File: src/rtl/booth_mult_seq.sv
//==============================================================================
// Module      : booth_mult_seq
// Description : Sequential radix-4 Booth multiplier. A start pulse latches the
//               operands, WIDTH/2 iterations retire two multiplier bits each,
//               and the low product word, a signed-overflow flag and a
//               one-cycle ready pulse are returned.
//               Optional macro BOOTH_MULT_HI_EN adds the upper product word
//               output (data_result_hi).
// Revision    : 1.0 - initial release
//==============================================================================
`default_nettype none

module booth_mult_seq #(
    parameter int WIDTH = 32,
    parameter int ITER  = WIDTH / 2
) (
    input  logic             clock,
    input  logic             resetn,
    input  logic             ctrl_MULT,
    input  logic [WIDTH-1:0] data_operandA,
    input  logic [WIDTH-1:0] data_operandB,
    output logic [WIDTH-1:0] data_result,
    output logic             data_exception,
    output logic             data_resultRDY,
    output logic             busy
`ifdef BOOTH_MULT_HI_EN
    ,
    output logic [WIDTH-1:0] data_result_hi
`endif
);

    // Partial-product register: accumulator field (WIDTH+2), multiplier
    // (WIDTH) and the implicit Booth bit below it.
    localparam int c_PW    = 2 * WIDTH + 3;
    localparam int c_AW    = WIDTH + 2;
    localparam int c_CNT_W = (ITER > 1) ? $clog2(ITER) : 1;

    localparam logic [c_CNT_W-1:0] c_LAST_CNT = c_CNT_W'(ITER - 1);

    localparam logic [1:0] c_IDLE = 2'd0;
    localparam logic [1:0] c_RUN  = 2'd1;
    localparam logic [1:0] c_DONE = 2'd2;

    logic [1:0]         r_state;
    logic [c_CNT_W-1:0] r_count;
    logic [c_AW-1:0]    r_mcand;
    logic [c_PW-1:0]    r_prod;

    logic [2:0]          w_triplet;
    logic [c_AW-1:0]     w_upper;
    logic [c_AW-1:0]     w_addend;
    logic [c_AW-1:0]     w_sum;
    logic [c_AW-1:0]     w_twiceM;
    logic [c_PW-1:0]     w_shifted;
    logic [c_PW-1:0]     w_nextProd;
    logic [2*WIDTH-1:0]  w_prodFinal;
    logic [WIDTH:0]      w_signField;
    logic                w_overflow;
    logic                w_start;
    logic                w_lastIter;

    assign w_triplet = r_prod[2:0];
    assign w_upper   = r_prod[c_PW-1 -: c_AW];
    assign w_twiceM  = {r_mcand[c_AW-2:0], 1'b0};

    // Booth recode of the current triplet into the addend for the upper field;
    // subtraction is formed as the two's complement of the magnitude.
    always_comb begin
        w_addend = '0;
        case (w_triplet)
            3'b001, 3'b010: w_addend = r_mcand;
            3'b011:         w_addend = w_twiceM;
            3'b100:         w_addend = ~w_twiceM + c_AW'(1);
            3'b101, 3'b110: w_addend = ~r_mcand + c_AW'(1);
            default:        w_addend = '0;
        endcase
    end

    // The WIDTH+2 upper field holds any +/-2M step without wrapping.
    assign w_sum      = w_upper + w_addend;
    assign w_shifted  = {w_sum, r_prod[WIDTH:0]};
    assign w_nextProd = c_PW'($signed(w_shifted) >>> 2);

    assign w_prodFinal = r_prod[2*WIDTH:1];
    assign w_signField = w_prodFinal[2*WIDTH-1:WIDTH-1];
    assign w_overflow  = ~((&w_signField) | ~(|w_signField));

    assign w_start    = ctrl_MULT && ((r_state == c_IDLE) || (r_state == c_DONE));
    assign w_lastIter = (r_count == c_LAST_CNT);

    assign busy = (r_state == c_RUN);

    // Sequencer and datapath: load on start, iterate in RUN, ignore starts while busy.
    always_ff @(posedge clock) begin
        if (!resetn) begin
            r_state <= c_IDLE;
            r_count <= '0;
            r_mcand <= '0;
            r_prod  <= '0;
        end else begin
            case (r_state)
                c_RUN: begin
                    r_prod  <= w_nextProd;
                    r_count <= r_count + c_CNT_W'(1);
                    if (w_lastIter) begin
                        r_state <= c_DONE;
                    end
                end
                default: begin
                    if (w_start) begin
                        r_state <= c_RUN;
                        r_count <= '0;
                        r_mcand <= {{2{data_operandA[WIDTH-1]}}, data_operandA};
                        r_prod  <= {{c_AW{1'b0}}, data_operandB, 1'b0};
                    end else begin
                        r_state <= c_IDLE;
                    end
                end
            endcase
        end
    end

    // Result registers: capture the finished product only in the DONE cycle.
    always_ff @(posedge clock) begin
        if (!resetn) begin
            data_result    <= '0;
            data_exception <= 1'b0;
            data_resultRDY <= 1'b0;
        end else begin
            data_resultRDY <= (r_state == c_DONE);
            if (r_state == c_DONE) begin
                data_result    <= w_prodFinal[WIDTH-1:0];
                data_exception <= w_overflow;
            end
        end
    end

`ifdef BOOTH_MULT_HI_EN
    // Upper product word, captured alongside the low word.
    always_ff @(posedge clock) begin
        if (!resetn) begin
            data_result_hi <= '0;
        end else if (r_state == c_DONE) begin
            data_result_hi <= w_prodFinal[2*WIDTH-1:WIDTH];
        end
    end
`endif

endmodule

`default_nettype wire

File: config.mk
export PLATFORM = sky130hd
export DESIGN_NAME = booth_mult_seq
export DESIGN_NICKNAME = d
export VERILOG_FILES = /design/src/rtl/booth_mult_seq.sv
export SDC_FILE = /design/constraint.sdc
export NUM_CORES = 1
export LEC_CHECK = 0
export ABC_AREA = 0
export CAP_MARGIN = 20
export CORE_AREA = 2 2 128 130
export CTS_BUF_LIST = sky130_fd_sc_hd__clkbuf_4
export DETAILED_ROUTE_END_ITERATION = 7
export DIE_AREA = 0 0 130 132
export PLACE_DENSITY = 0.85
export SLEW_MARGIN = 20
export SYNTH_ARGS = -nofsm -noshare
export SYNTH_HDL_FRONTEND = slang
export SYNTH_SLANG_ARGS = --single-unit
File: constraint.sdc
create_clock -name clock -period 11.2 [get_ports clock]
set_input_delay 2.24 -clock clock [delete_from_list [all_inputs] [get_ports clock]]
set_output_delay 2.24 -clock clock [all_outputs]
set_load 0.03 [all_outputs]
==> flow_summary.json <==
{
  "drv_cap": 0,
  "syn_nets": 1238,
  "drc_errors": 0,
  "worst_ep_arrival_time_ns": 5.74,
  "cts_tree": "yes",
  "port_buffers": 101,
  "hold_buffers": 0,
  "clk_latency_ns": 0.60,
  "firstDrtPassIters": 6,
  "critPathMaxStageDelay_ns": 0.51,
  "routedWlPerCell_um": 16.37,
  "clockPowerShare_pct": 28.9,
  "vdd_drop_max_uv": 78.06,
  "fin_util_pct": 63.03,
  "cts_resized": 0,
  "cp_cell_sequence": "inv_1 > ha_1 > nor3b_1 > nand2b_1 > nor2_4 > nand4_1 > and2_1 > xor2_1 > a221oi_1 > a31oi_1 > ha_1 > a21oi_1 > o21ai_0 > a2111oi_0 > o21ai_0 > nand3_1 > a21oi_1 > o31a_1 > or4_1 > a31oi_1",
  "via_count": 8598,
  "setup_viol": 0,
  "setup_tns_ns": 0,
  "first_global_vias": 7727,
  "cts_sinks": 137,
  "postCtsSetupBuffers": 0,
  "die_height_um": 132,
  "fin_nets": 1285,
  "numCtsBuffers": 17,
  "globalRouteTotalUtil_pct": 27.11,
  "grt_setup_unrepaired": "no",
  "ys.warnings.count": 0,
  "switchingPower_w": 0.0004139,
  "htree_num_levels": 4,
  "hold_class": "flop to flop",
  "synth_flop_cell": "dfxtp_1",
  "gp_congestion": 0.9366,
  "multiInputGateArea_um2": 5419,
  "maxSlewHeadroom_pct": 40.64,
  "p_sw_share_pct": 35.61,
  "finalCritPeriodShare_pct": 46.68,
  "syn_avg_cell_area_um2": 7.538,
  "core-area_um2": 15710,
  "p_leak_nw": 3.744,
  "cp_max_fo": 8,
  "clock_path_buffers": 2,
  "hold_viol_final": 0,
  "postSynth.asyncResetShare_pct": 0,
  "crit_slowest_cell": "nor3b_1",
  "die_area_um2": 17160,
  "drive_above_1_share_pct": 5.774,
  "synth_edf_count": 0,
  "regArea_um2": 2744,
  "ys_types": 63,
  "grt_overflow": 0,
  "start_kind": "flop",
  "min_period_ns": 5.228,
  "wl_um": 23120,
  "initial_core_util_pct": 54.45,
  "syn_inst": 1135,
  "cp.required_ns": 11.71,
  "max_slew.worst_pin.slew_ns": 0.8904,
  "grt_max_degree": 84,
  "grt_pass1_wl_um": 37940,
  "combinationalPowerShare_pct": 24.6,
  "p_per_area_nw_per_um2": 117.4,
  "drtIter0Drc": 988,
  "antenna_left": 0,
  "whs_ns": 0.4633,
  "die_x_um": 130,
  "ios": 102,
  "via_per_inst": 6.089,
  "dpl.hpwl_um": 15990,
  "crit_type": "flop to flop",
  "p_int_w": 0.0007486,
  "synth_area_um2": 8556,
  "clock_skew_ns": 0.03533,
  "seqPwrFrac_pct": 46.5,
  "ys_ff_latch": 137,
  "ys_seq_area_share_pct": 32.06,
  "clock.fmax_mhz": 191.3,
  "clkTransAtPathRegs_ns": 0.14,
  "slew_violations": 0,
  "rows": 46,
  "clockRootBuffer": "clkbuf_4",
  "area_growth_pct": 15.75,
  "status": "finished, final reports clean",
  "antenna_found_initial": 1,
  "end_kind": "flop",
  "nFillCells": 1351
}
power by group through the flow:
stage	registers (W)	clock network, W	logic (W)
after detailed placement	0.000550	0	0.000281
after CTS	0.000540	0.000340	0.000282
after floorplan	0.000535	0	0.000215
after global routing	0.000544	0.000360	0.000315
final	0.000541	0.000336	0.000286
after global placement	0.000549	0	0.000274
Yosys cell counts, types with 3 or more instances:
master,count,area [um2]
nand2b_1,11,68.82
buf_1,14,52.55
a22oi_1,61,457.9
nor2b_1,6,37.54
o31ai_1,4,30.03
a21o_1,18,135.1
dfxtp_1,137,2743
nor3b_1,8,60.06
mux2i_1,12,120.1
inv_1,17,63.81
or3_1,8,50.05
o21bai_1,4,30.03
o22ai_1,6,37.54
nand2_1,226,848.3
o21a_1,7,52.55
and3_1,5,31.28
or4_1,5,37.54
and4_1,3,26.28
o211ai_1,3,22.52
a211oi_1,6,45.04
nor3_1,14,70.07
o21ai_0,36,180.2
nor4_1,13,81.33
buf_2,3,15.01
ha_1,35,437.9
a221o_1,5,50.05
xor2_1,30,262.8
a31oi_1,13,81.33
or2_2,3,18.77
clkbuf_1,66,247.7
nand3b_1,5,37.54
a21oi_1,154,770.7
nand4_1,17,106.4
a32oi_1,3,26.28
nand3_1,12,60.06
a221oi_1,17,148.9
and2_1,5,31.28
xnor2_1,40,350.3
nor2_1,67,251.5
layout make-up:
type / instances / share of cell area, %
diodes: 1 / 0.02527
repair buffers: 115 / 11.27
flip-flops and latches: 137 / 27.71
clock inverters: 15 / 1.592
inverters: 17 / 0.6696
multi-input cells: 894 / 54.72
well taps: 216 / 2.729
clock buffers: 17 / 1.289
path summary, 6_finish.rpt:
| path | from | to | slack (ns) | cells after the start |
|---|---|---|---|---|
| max | r_mcand[0]$_SDFFE_PN0P_ | r_prod[65]$_SDFFE_PN0P_ | 5.97 | 20 |
| min | data_result[2]$_SDFFE_PN0P_ | data_result[2]$_SDFFE_PN0P_ | 0.46 | 2 |
| max reg2reg | r_mcand[0]$_SDFFE_PN0P_ | r_prod[65]$_SDFFE_PN0P_ | 5.97 | 20 |
| min reg2reg | data_result[2]$_SDFFE_PN0P_ | data_result[2]$_SDFFE_PN0P_ | 0.46 | 2 |
metrics by stage:
step           cell area (um2)  worst slack, ns  total power (W)  std cells
2_1_floorplan             8556            6.604        0.0007507       1135
5_1_grt                   9903            5.567         0.001219       1412
6_report                  9903            5.972         0.001163       1412
4_1_cts                   9901            6.005         0.001161       1411
3_5_place_dp              9615            6.067        0.0008308       1379
3_3_place_gp              9615            6.264        0.0008229       1379
state kept, by name, summed over array words and instances (netlist names):
name	flops
data_exception	1
data_result	32
data_resultRDY	1
r_count	4
r_mcand	32
r_prod	65
r_state	2
logic make-up (layout without fill, tap and decap cells):
family | Yosys count | count (layout) | synth area share [%]
buffers and inverters | 104 | 164 | 4.811
and+or+nand+nor | 418 | 418 | 22.68
other | 0 | 1 | 0
DFF | 137 | 137 | 32.06
AOI/OAI and AO/OA | 356 | 356 | 26.27
adders and majority gates | 36 | 36 | 5.352
muxes | 14 | 14 | 1.667
xor gates and xnor gates | 70 | 70 | 7.166
cell usage in the layout (no fill, tap or decap), drive strengths merged, types with 7 or more instances in the layout:
| master | synthesis | final |
|---|---|---|
| a21oi | 154 | 154 |
| inv | 17 | 25 |
| nand2b | 11 | 11 |
| nand2 | 226 | 226 |
| xnor2 | 40 | 40 |
| nor4 | 14 | 14 |
| nor2 | 68 | 68 |
| clkbuf | 68 | 17 |
| nor3b | 8 | 8 |
| or4 | 7 | 7 |
| nand4 | 17 | 17 |
| nand3 | 12 | 12 |
| xor2 | 30 | 30 |
| mux2i | 12 | 12 |
| dfxtp | 137 | 137 |
| o21ai | 36 | 36 |
| o21a | 7 | 7 |
| a221oi | 19 | 19 |
| a21o | 18 | 18 |
| or3 | 8 | 8 |
| buf | 19 | 14 |
| clkdlybuf4s50 | 0 | 101 |
| ha | 35 | 35 |
| a31oi | 13 | 13 |
| nor3 | 18 | 18 |
| a22oi | 61 | 61 |
worst max-delay path, delay by kind of cell (launching register included):
| family | cells | cell delay (ns) |
|---|---|---|
| xor+xnor | 1 | 0.15 |
| fa+ha+maj | 2 | 0.60 |
| buf+inv | 1 | 0.11 |
| compound gates | 9 | 1.84 |
| flops | 1 | 0.38 |
| simple gates | 7 | 2.07 |
per-layer routing:
metal | part of all wire [%] | routed length [um] | vias up | GRT usage [%]
met4 | 1.8 | 420 | 0 | 8.483
met5 | 0 | 0 | - | 0
met3 | 7.0 | 1607 | 39 | 4.018
met1 | 44 | 10120 | 4081 | 37.47
met2 | 47 | 10970 | 305 | 43.54
li1 | - | - | 4173 | -
No activity file was read; power rests on OpenSTA's default activity.
